### config.mk
export PLATFORM = sky130hd
export DESIGN_NAME = rv_imm_gen_pipe
export DESIGN_NICKNAME = d
export VERILOG_FILES = /design/src/rtl/rv_imm_pkg.sv /design/src/rtl/rv_imm_decode.sv /design/src/rtl/rv_imm_gen_pipe.sv
export SDC_FILE = /design/constraint.sdc
export NUM_CORES = 1
export LEC_CHECK = 0
export CORE_MARGIN = 2
export CORE_UTILIZATION = 55
export CTS_CLUSTER_SIZE = 30
export DETAILED_ROUTE_END_ITERATION = 8
export PLACE_DENSITY = 0.93
export REMOVE_ABC_BUFFERS = 1
export SETUP_SLACK_MARGIN = 0.3
export SLEW_MARGIN = 10
export SYNTH_ARGS = -nofsm -noshare
export SYNTH_HDL_FRONTEND = slang
export SYNTH_SLANG_ARGS = --single-unit
### constraint.sdc
create_clock -name clk_i -period 6.03 [get_ports clk_i]
set_input_delay 0.603 -clock clk_i [delete_from_list [all_inputs] [get_ports clk_i]]
set_output_delay 0.603 -clock clk_i [all_outputs]
set_load 0.02 [all_outputs]
### src/rtl/rv_imm_pkg.sv
// Shared opcode constants and immediate-format codes for the RV immediate generator.
package rv_imm_pkg;

  localparam logic [6:0] OPC_LOAD    = 7'b0000011;
  localparam logic [6:0] OPC_OPIMM   = 7'b0010011;
  localparam logic [6:0] OPC_OPIMM32 = 7'b0011011;
  localparam logic [6:0] OPC_JALR    = 7'b1100111;
  localparam logic [6:0] OPC_STORE   = 7'b0100011;
  localparam logic [6:0] OPC_BRANCH  = 7'b1100011;
  localparam logic [6:0] OPC_LUI     = 7'b0110111;
  localparam logic [6:0] OPC_AUIPC   = 7'b0010111;
  localparam logic [6:0] OPC_JAL     = 7'b1101111;
  localparam logic [6:0] OPC_SYSTEM  = 7'b1110011;

  typedef enum logic [2:0] {
    FMT_NONE = 3'd0,
    FMT_I    = 3'd1,
    FMT_S    = 3'd2,
    FMT_B    = 3'd3,
    FMT_U    = 3'd4,
    FMT_J    = 3'd5,
    FMT_Z    = 3'd6
  } imm_fmt_e;

endpackage

### src/rtl/rv_imm_decode.sv
// Combinational immediate decoder: maps an instruction word to its XLEN immediate and format.
module rv_imm_decode
  import rv_imm_pkg::*;
#(
  parameter int XLEN = 64
) (
  input  logic [31:0]     instr,
  output logic [XLEN-1:0] imm,
  output imm_fmt_e        fmt
);

  logic [6:0] opcode;
  assign opcode = instr[6:0];

  always_comb begin
    // NOTE: defaults first so every path assigns imm/fmt and no latch is inferred.
    imm = '0;
    fmt = FMT_NONE;
    case (opcode)
      OPC_LOAD, OPC_OPIMM, OPC_JALR: begin
        fmt = FMT_I;
        imm = XLEN'($signed(instr[31:20]));
      end
      OPC_OPIMM32: begin
        if (XLEN == 64) begin
          fmt = FMT_I;
          imm = XLEN'($signed(instr[31:20]));
        end
      end
      OPC_STORE: begin
        fmt = FMT_S;
        imm = XLEN'($signed({instr[31:25], instr[11:7]}));
      end
      OPC_BRANCH: begin
        fmt = FMT_B;
        imm = XLEN'($signed({instr[31], instr[7], instr[30:25], instr[11:8], 1'b0}));
      end
      OPC_LUI, OPC_AUIPC: begin
        // On RV32 the cast is a no-op; on RV64 it sign-extends bit 31.
        fmt = FMT_U;
        imm = XLEN'($signed({instr[31:12], 12'b0}));
      end
      OPC_JAL: begin
        fmt = FMT_J;
        imm = XLEN'($signed({instr[31], instr[19:12], instr[20], instr[30:21], 1'b0}));
      end
      OPC_SYSTEM: begin
        // Only the immediate CSR forms (funct3[2]=1) carry a zimm in the rs1 field.
        if (instr[14]) begin
          fmt = FMT_Z;
          imm = XLEN'(instr[19:15]);
        end
      end
      default: ;
    endcase
  end

endmodule

### src/rtl/rv_imm_gen_pipe.sv
// Registered immediate generator with valid/ready handshake, optional skid buffer and flush.
module rv_imm_gen_pipe
  import rv_imm_pkg::*;
#(
  parameter int XLEN = 64,
  parameter bit SKID = 1'b1
) (
  input  logic            clk_i,
  input  logic            rst_n_i,
  input  logic            flush_i,
  input  logic            in_valid_i,
  output logic            in_ready_o,
  input  logic [31:0]     instr_i,
  input  logic [XLEN-1:0] pc_i,
  output logic            out_valid_o,
  input  logic            out_ready_i,
  output logic [31:0]     instr_o,
  output logic [XLEN-1:0] pc_o,
  output logic [XLEN-1:0] imm_o,
  output logic [2:0]      imm_fmt_o,
  output logic [XLEN-1:0] target_o
);

  typedef struct packed {
    logic [31:0]     instr;
    logic [XLEN-1:0] pc;
    logic [XLEN-1:0] imm;
    imm_fmt_e        fmt;
    logic [XLEN-1:0] target;
  } beat_t;

  logic [XLEN-1:0] dec_imm;
  imm_fmt_e        dec_fmt;
  beat_t           in_beat;
  beat_t           main_q, main_d, skid_q, skid_d;
  logic            main_valid_q, main_valid_d, skid_valid_q, skid_valid_d;
  logic            accept, drain;

  rv_imm_decode #(.XLEN(XLEN)) u_decode (
    .instr (instr_i),
    .imm   (dec_imm),
    .fmt   (dec_fmt)
  );

  assign in_beat = '{instr: instr_i, pc: pc_i, imm: dec_imm, fmt: dec_fmt, target: pc_i + dec_imm};

  // Without a skid, a beat may only enter when the main register is empty or leaving.
  assign in_ready_o = SKID ? !skid_valid_q : (!main_valid_q || out_ready_i);
  assign accept     = in_valid_i && in_ready_o;
  assign drain      = main_valid_q && out_ready_i;

  always_comb begin
    main_d       = main_q;
    skid_d       = skid_q;
    main_valid_d = main_valid_q;
    skid_valid_d = skid_valid_q;
    if (flush_i) begin
      main_valid_d = 1'b0;
      skid_valid_d = 1'b0;
    end else if (!main_valid_q || drain) begin
      // Skid is older than any beat presented now, so it wins the main slot.
      if (skid_valid_q) begin
        main_d       = skid_q;
        main_valid_d = 1'b1;
        skid_valid_d = 1'b0;
      end else if (accept) begin
        main_d       = in_beat;
        main_valid_d = 1'b1;
      end else begin
        main_valid_d = 1'b0;
      end
    end else if (accept) begin
      skid_d       = in_beat;
      skid_valid_d = 1'b1;
    end
  end

  always_ff @(posedge clk_i or negedge rst_n_i) begin
    if (!rst_n_i) begin
      // NOTE: data registers are reset as well so every output reads 0, not X, out of reset.
      main_q       <= '0;
      skid_q       <= '0;
      main_valid_q <= 1'b0;
      skid_valid_q <= 1'b0;
    end else begin
      // NOTE: non-blocking so all state updates see the pre-edge values.
      main_q       <= main_d;
      skid_q       <= skid_d;
      main_valid_q <= main_valid_d;
      skid_valid_q <= skid_valid_d;
    end
  end

  assign out_valid_o = main_valid_q;
  assign instr_o     = main_q.instr;
  assign pc_o        = main_q.pc;
  assign imm_o       = main_q.imm;
  assign imm_fmt_o   = main_q.fmt;
  assign target_o    = main_q.target;

endmodule
# == After elaboration in Yosys (flattened, before gate mapping) ==
# Cells that the tools add are included.
# word_totals
in_bits,101
latchBits,0
ramBits,0
mem_count,0
elab_cells,50
mem_bits_ro,0
reg_bits,456
# op_classes
magnitude_cmp,0
mul,0
shift,0
n_addsub,1
n_bitwise,2
eq_ne,10
div,0
mux,13
n_reduce_logical,12
# op_table
cell,count
227-bit two-way mux,2
64-bit one-hot mux with 6 select lines,1
64-bit adder,1
7-bit equality test (second input constant),4
7-bit by 5-bit equality test with 1-bit output (second input constant),3
3-bit one-hot mux with 6 select lines,1
7-bit by 6-bit equality test with 1-bit output (second input constant),2
7-bit by 2-bit equality test with 1-bit output (second input constant),1
1-bit two-way mux,7
3-bit AND reduction,2
5-bit two-way mux,1
2-bit nonzero test,2
4-bit OR reduction,1
3-bit two-way mux,1
3-bit nonzero test,1
1-bit logical AND,2
1-bit logical NOT,2
1-bit NOT,2
2-bit OR reduction,1
1-bit logical OR,1

# == Depth between registers and ports, before layout ==
# Gate-level depths: netlist of run 1.
# depth
depth_word,6
ltp_mapped,21

# == Modules after synthesis ==
# A second synthesis of run 1 with hierarchy kept.
# unflattened
hier_cells,2267
hier_area_um2,23352.4
# by_module_without_submodules
mod,cells_each,n_inst,area_per_inst_um2
rv_imm_gen_pipe,2155,1,22504.1
rv_imm_decode,112,1,848.3

# == Worst setup path before layout of run 1 ==
# No wires, ideal clock.
# synth_path
kind,input to register
from,in instr_i[3]
to,reg main_q (netlist bit target_o[60])
arrival_time_ns,4.459
setup_slack_ns,1.452
cell_stages,17
n_path_buf,2
cell_sequence,clkbuf_1 a2111oi_2 o21ai_0 nand2_1 o2111a_1 ha_1 clkbuf_1 a21oi_1 o21ai_0 a221oi_2 o21ai_0 a31oi_1 a21oi_4 a21oi_1 xor2_1 o211ai_1 o21a_1
# synth_via
elab_chain_cells,6
word_cells_on_any_way,16
# synth_lines
item,line_no,text
"start, declared",rv_imm_gen_pipe.sv:13,"input logic [31:0] instr_i,"
7-bit by 2-bit equality test with 1-bit output (tied with other cells),rv_imm_decode.sv:19,case (opcode)
4-bit OR reduction (no line) / 2-bit OR reduction (equally long branches),-,
64-bit one-hot mux with 6 select lines (*),rv_imm_decode.sv:19,
via dec_imm[31],rv_imm_gen_pipe.sv:32,logic [XLEN-1:0] dec_imm;
64-bit adder (*),rv_imm_gen_pipe.sv:45,"assign in_beat = '{instr: instr_i, pc: pc_i, imm: dec_imm, fmt: dec_fmt, target: pc_i + dec_imm};"
227-bit two-way mux (*),rv_imm_gen_pipe.sv:66,end else if (accept) begin
227-bit two-way mux (*),rv_imm_gen_pipe.sv:62,if (skid_valid_q) begin
"end signal, assigned",rv_imm_gen_pipe.sv:87,main_q <= main_d;
"end, declared",rv_imm_gen_pipe.sv:35,"beat_t main_q, main_d, skid_q, skid_d;"
# Mark *: on every way through the listed nets, which the timed path passes. The rest lies on a longest branch. The select of a mux whose other input is x is not followed.
# A chain may end at the register's enable or synchronous reset.

# == Worst setup path in the final report of run 1 ==
# layout_path
from,in instr_i[6]
to,reg skid_q[47] (netlist bit)
# layout_via
elab_chain_cells,4
word_cells_on_any_way,14
# layout_lines
item,line_no,text
7-bit by 2-bit equality test with 1-bit output (tied with other cells),rv_imm_decode.sv:19,
4-bit OR reduction (no line) / 2-bit OR reduction (equally long branches),-,
64-bit one-hot mux with 6 select lines (*),rv_imm_decode.sv:19,
via dec_imm[1],rv_imm_gen_pipe.sv:32,
64-bit adder (*),rv_imm_gen_pipe.sv:45,
"end signal, assigned",rv_imm_gen_pipe.sv:88,skid_q <= skid_d;
"end, declared",rv_imm_gen_pipe.sv:35,
# Mark *: on every way through the listed nets, which the timed path passes. The rest lies on a longest branch.

==> results.py, run 1 <==
metrics = {
    "grt": {
        "grt_pass1_wl_um": 92400,
        "grt_pass1_vias": 17000,
        "grt_antenna_before_repair": 0,
        "gr-usage-all-layers_pct": 29.8,
        "gr-total-overflow": 0,
        "grt_max_degree": 212,
    },
    "timing": {
        "worstMarginPinSlew_ps": 1020,
        "finalHoldViolCount": 0,
        "finalWorstPathRequiredPeriod_ps": 5260,
        "fin_crit_sh_pct": 87.2,
        "worst_clock_skew_ps": 13.6,
        "timing.hold.ws_ps": 75.1,
        "drv_slew": 0,
        "layout_setup_ws_ps": 774,
        "rsz0062_at_grt": "no",
        "setup_viol": 0,
        "maxSlewHeadroom_pct": 31.8,
        "fmax_ghz": 0.190,
    },
    "placement": {
        "pre_cts_slack_ps": 361,
        "port_buffers": 329,
        "dpl.hpwl_um": 40900,
        "gp_congestion": 0.875,
        "placed_cell_area_um2": 23900,
    },
    "clock_network": {
        "clk_pin_slew_ps": 60,
        "cts_setup_buffers": 0,
        "cts_hold_buf": 0,
        "cts.sink_count": 392,
        "cts-htree-levels": 2,
        "cts-root-buf": "clkbuf_16",
        "cts_inserted_buffers": 43,
        "clockBufferDepth": 3,
        "clock_latency_ps": 560,
        "cts_resized": 0,
        "cts_tree": "built",
    },
    "setup_path": {
        "cp_data_arrival_time_ps": 5650,
        "worstSetupPathType": "primary input to register",
        "critPathSlowestCell": "a222oi_1",
        "r2r_slack_ps": 2660,
        "crit_path_end_kind": "register",
        "crit_path_cell_trace": "clkdlybuf4s50_1 > nand2_1 > nor2_1 > a21oi_1 > nor2_1 > a222oi_1 > inv_1 > ha_1 > a21o_1 > and4_4 > o211ai_1 > a31oi_2 > a221oi_4 > o21bai_1 > a21o_1 > a31oi_1 > xor2_1 > o21ai_1",
        "start_kind": "primary input",
        "reg2regPathDepth": 5,
        "worstPathMaxFanout": 11,
        "worstPathRequired_ps": 6420,
        "cp_slowest_stage_delay_ps": 820,
    },
    "logic_synthesis": {
        "ys_ff_latch": 392,
        "synth.avg_cell_area_um2": 9.59,
        "synth_top_cell_by_area": "dfrtp_1",
        "synthFlopType": "dfrtp_1",
        "synthMostInstantiatedCell": "dfrtp_1",
        "ys_warn_count": 0,
        "yosys.area_share.adder_pct": 3.92,
        "synth-xor-area-share_pct": 2.63,
        "synth-edff-count": 0,
        "synthArstFlopShare_pct": 100,
        "synth_top_cells_by_count": "dfrtp_1, nand2_1, o21ai_0",
        "netlist_area_um2": 20600,
        "ys_types": 76,
        "synth-simple-area-share_pct": 11.8,
        "synth-compound-area-share_pct": 18.2,
        "netlist_top_cells_area": "dfrtp_1, o21ai_0, nand2_1",
        "synthDominantCellAreaShare_pct": 47.6,
        "muxShareOfSynthArea_pct": 11.3,
        "synth_top_family_by_area": "compound AO/OA/AOI/OAI gates",
        "syn_inst": 2150,
        "yosysSeqAreaShare_pct": 47.6,
    },
    "power": {
        "finalPower_mw": 7.58,
        "peakVddDrop_v": 0.000209,
        "powerDensity_nw_per_um2": 299,
        "power.leakage_nw": 11.3,
    },
    "layout": {
        "layout-drive-gt1-share_pct": 10.0,
        "stdcell_area_um2": 25300,
        "num_antenna_cells": 0,
        "finalCoreUtilization_pct": 68.8,
        "fill_cells": 2673,
        "area_delta_synth_final_pct": 22.9,
        "finalNetCount": 2527,
    },
    "detailed_routing": {
        "avgRoutedWirePerCell_um": 20.4,
        "viasPerCell": 5.97,
        "vias": 17100,
        "drt-total-wl_um": 58200,
        "drt_iter0_markers": 1444,
        "first_pass_iters": 5,
        "drtAntennaViolNets": 0,
        "drcViolationCount": 0,
    },
    "die": {
        "die_w_um": 198,
        "die_h_um": 198,
        "start_util_pct": 56.0,
        "core_um2": 36800,
        "row_count": 70,
        "die-area_um2": 39000,
        "io_pins": 330,
    },
    "worst_hold_path": {
        "hold_path.class": "primary input to asynchronous set/reset pin",
    },
    "job": {
        "max_cap_viol_count": 0,
    },
    "outcome": {
        "status": "completed",
    },
}
## flip-flops by register name, indices dropped and copies added, names as in the netlist
signal	cells
pc_o	64
imm_fmt_o	3
skid_q	195
instr_o	32
imm_o	32
target_o	64
out_valid_o	1
skid_valid_q	1
## critical path, delay by kind of cell
kind,cells,cell delay (ps)
compound gates,10,3080
xor+xnor,1,240
fa+ha+maj,1,320
buf+inv,2,810
simple gates,4,590
## power breakdown
part	switching, mW	total [mW]	leakage [nW]	internal (mW)
Sequential	0.269	3.37	4.94	3.10
Clock	1.08	2.65	0.710	1.56
Combinational	0.846	1.56	5.63	0.719
Total	2.20	7.58	11.3	5.38
## area by class of cell
type	count	area, µm²	area share, %
clock inverters	11	105	0.415
clock buffers	64	1330	5.24
repair buffers	343	3470	13.7
flip-flops and latches	392	9810	38.8
multi-input cells	1542	9870	39.0
inverters	40	150	0.593
well taps	468	586	2.31
## metal layers
| metal | share of wire (%) | wire length [µm] | up-vias | track usage (%) |
|---|---|---|---|---|
| met5 | 0 | 0 | - | 0 |
| met4 | 4.5 | 2600 | 0 | 12.6 |
| met3 | 6.6 | 3810 | 160 | 4.42 |
| met2 | 47 | 27400 | 654 | 48.4 |
| met1 | 42 | 24400 | 8329 | 40.3 |
| li1 | - | - | 7921 | - |
## through the flow
step                      instances  setup TNS (ps)
after floorplan                1974        -2376540
after global placement         2785               0
after detailed placement       2785               0
after CTS                      2860               0
after global routing           2860               0
final                          2860               0
## path summary, 6_finish.rpt
check                        startpoint            to
max                          instr_i[6]    skid_q[47]
min                             rst_n_i   instr_o[21]
max reg2reg                skid_valid_q   skid_q[150]
min reg2reg                    pc_o[63]      pc_o[63]
max in group asynchronous       rst_n_i  target_o[46]
min in group clk_i             pc_o[63]      pc_o[63]
## placed cells by master (no fill, tap or decap), types with 5 or more instances in the layout
cell	instances
a21o_1	33
a21oi_1	178
a21oi_2	5
a222oi_1	5
a31oi_1	13
and2_1	7
and3_1	23
buf_12	5
buf_4	9
clkbuf_1	5
clkbuf_16	44
clkbuf_8	15
clkdlybuf4s50_1	328
clkinv_2	5
dfrtp_1	391
ha_1	63
inv_1	40
mux2_2	112
mux2i_1	106
nand2_1	340
nand2b_1	9
nand3_1	14
nand4_1	23
nor2_1	114
nor2b_1	7
nor3_1	14
o211ai_1	6
o21a_1	14
o21ai_0	295
o21ai_1	11
o21bai_1	16
xnor2_1	39
xor2_1	23
## logic make-up (layout without fill, tap and decap cells)
kind of cell | count (synthesis) | in the layout
compound gates | 627 | 627
flops | 392 | 392
buf+inv | 216 | 458
xor+xnor | 62 | 62
simple gates | 571 | 571
fa+ha+maj | 64 | 64
mux | 218 | 218
No activity file was read; power rests on OpenSTA's default activity.
==> run 2, diff against run 1 <==
- PLACE_DENSITY: 0.93 -> 0.92
- TNS_END_PERCENT: default -> 10
==> run 2 against run 1 <==
Net effect: die area stayed put; clock power is 3% lower; sequential power hardly changed; maximum frequency is 0.14% higher; register-to-register slack better by 260 ps; critical path type unchanged; clock-buffer cell count is 3 lower; sequential cell count stayed put; first-iteration DRC count is 1.2% higher; sequential share of layout area is 0.11 points higher; wire length is 0.94% lower; highest routed layer unchanged.
==> results.py, run 2 (synthesis gave the netlist of run 1 again) <==
metrics = {
    "outcome": {
        "status": "completed",
    },
    "setup_path": {
        "crit_path_cell_trace": "clkdlybuf4s50_1 > nand2_1 > nor2_1 > a21oi_1 > nor2_1 > a222oi_1 > inv_1 > ha_1 > a21o_1 > and4_4 > o21ai_0 > nand3_1 > nand4b_1 > a21oi_1 > o21ai_1 > o31ai_1 > xor2_1 > mux2_2",
        "critPathSlowestCell": "a222oi_1",
        "cp_slowest_stage_delay_ps": 780,
        "start_kind": "primary input",
        "worstPathRequired_ps": 6470,
        "endpoint": "skid_q[57]",
        "cp-startpoint": "instr_i[6]",
        "crit_buf_inv": 2,
        "r2r_slack_ps": 2920,
        "worstPathMaxFanout": 11,
        "rr_startpoint": "skid_valid_q",
        "reg2regPathDepth": 4,
        "r2r_end": "instr_o[5]",
        "crit_family": "compound AO/OA/AOI/OAI gates",
        "worstSetupPathType": "primary input to register",
        "path_depth": 18,
        "crit_path_end_kind": "register",
        "cp_data_arrival_time_ps": 5690,
    },
    "die": {
        "io_pins": 330,
        "row_count": 70,
        "core_um2": 36800,
        "die-area_um2": 39000,
        "die_h_um": 198,
        "die_w_um": 198,
        "start_util_pct": 56.0,
    },
    "detailed_routing": {
        "viasPerCell": 5.94,
        "avgRoutedWirePerCell_um": 20.1,
        "first_pass_iters": 6,
        "drtAntennaViolNets": 0,
        "drt-total-wl_um": 57700,
        "drt_iter0_markers": 1461,
        "drcViolationCount": 0,
        "vias": 17000,
    },
    "timing": {
        "fmax_ghz": 0.191,
        "setup_viol": 0,
        "maxSlewHeadroom_pct": 17.9,
        "rsz0062_at_grt": "no",
        "drv_slew": 0,
        "worstMarginPinSlew_ps": 1230,
        "finalHoldViolCount": 0,
        "finalWorstPathRequiredPeriod_ps": 5250,
        "worst_clock_skew_ps": 11.7,
        "setup_tns_ps": 0,
        "fin_crit_sh_pct": 87.0,
    },
    "placement": {
        "gp_congestion": 0.902,
        "port_buffers": 329,
        "dpl.hpwl_um": 40600,
        "numPlacedInstances": 2787,
    },
    "grt": {
        "gr-usage-all-layers_pct": 29.8,
        "gr-total-overflow": 0,
        "grt_antenna_before_repair": 3,
        "grt_max_degree": 198,
        "grt_pass1_wl_um": 91800,
        "grt_pass1_vias": 16900,
    },
    "clock_network": {
        "clock_latency_ps": 560,
        "clk_pin_slew_ps": 60,
        "cts-htree-levels": 2,
        "cts_tree": "built",
        "clockBufferDepth": 3,
        "cts_setup_buffers": 0,
        "cts_resized": 0,
        "cts-root-buf": "clkbuf_16",
        "cts_inserted_buffers": 43,
        "cts_hold_buf": 0,
        "cts.sink_count": 392,
    },
    "layout": {
        "fill_cells": 2757,
        "regMostFlops": "skid_q",
        "finalCoreUtilization_pct": 68.6,
        "mostFrequentLayoutCell": "dfrtp_1",
        "largest_reg_flops": 195,
        "final_cells": 2863,
        "mostFrequentLayoutCells": "dfrtp_1, nand2_1, clkdlybuf4s50_1",
        "area_delta_synth_final_pct": 22.5,
        "layout-drive-gt1-share_pct": 9.78,
        "finalNetCount": 2529,
    },
    "worst_hold_path": {
        "hold_path.class": "primary input to asynchronous set/reset pin",
    },
    "power": {
        "powerDensity_nw_per_um2": 297,
        "power.leakage_nw": 11.2,
        "peakVddDrop_v": 0.000242,
    },
    "job": {
        "max_cap_viol_count": 0,
    },
}
==> run 2: cell count changes in the layout (fill, tap and decap cells not counted) <==
cell,delta
clkbuf_1,+6
clkbuf_8,-10
inv_6,-1
buf_4,+4
clkbuf_16,+1
buf_12,-2
clkinv_8,-1
clkinv_4,+1
clkinv_2,+1
diode_2,+3
bufinv_16,+1
==> run 2: worst min path at each step <==
| stage | from | depth (start not counted) | end |
|---|---|---|---|
| 2_1_floorplan | rst_n_i | 0 | imm_fmt_o[0] |
| 3_3_place_gp | skid_q[24] | 2 | skid_q[24] |
| 3_5_place_dp | skid_q[50] | 2 | skid_q[50] |
| 4_1_cts | rst_n_i | 1 | skid_q[215] |
| 5_1_grt | rst_n_i | 1 | skid_q[215] |
| 6_report | rst_n_i | 1 | instr_o[24] |
==> run 2: layout make-up <==
| type | instances | area, µm² | share of cell area (%) |
|---|---|---|---|
| sequential | 392 | 9810 | 38.9 |
| clock inverter | 12 | 124 | 0.491 |
| inverter | 40 | 150 | 0.595 |
| tap | 468 | 586 | 2.32 |
| multi-input combinational | 1542 | 9870 | 39.1 |
| antenna | 3 | 7.51 | 0.0297 |
| clock buffer | 61 | 1240 | 4.90 |
| timing repair buffer | 345 | 3460 | 13.7 |
==> run 2: metal layers <==
metal  track usage [%]  up-vias  routed length [µm]
li1                  -     7903                   -
met1              39.7     8355               24400
met2              48.3      600               27300
met3              4.76      138                3510
met4              13.4        0                2440
met5                 0        -                   0
==> run 2: power breakdown <==
part           switching (mW)  internal, mW  total [mW]  leakage (nW)
Clock                    1.07          1.51        2.58         0.669
Combinational           0.844         0.718        1.56          5.62
Sequential              0.267          3.10        3.36          4.94
==> run 2: through the flow <==
step                      setup slack, ps  hold slack (ps)  total power, mW  area (µm²)
after detailed placement              398              463             4.96       23900
after global routing                  499              184             7.83       25200
after global placement                392              455             4.87       23900
after floorplan                     -8410              307             4.20       19800
after CTS                             912              152             7.55       25200
final                                 782              101             7.50       25200
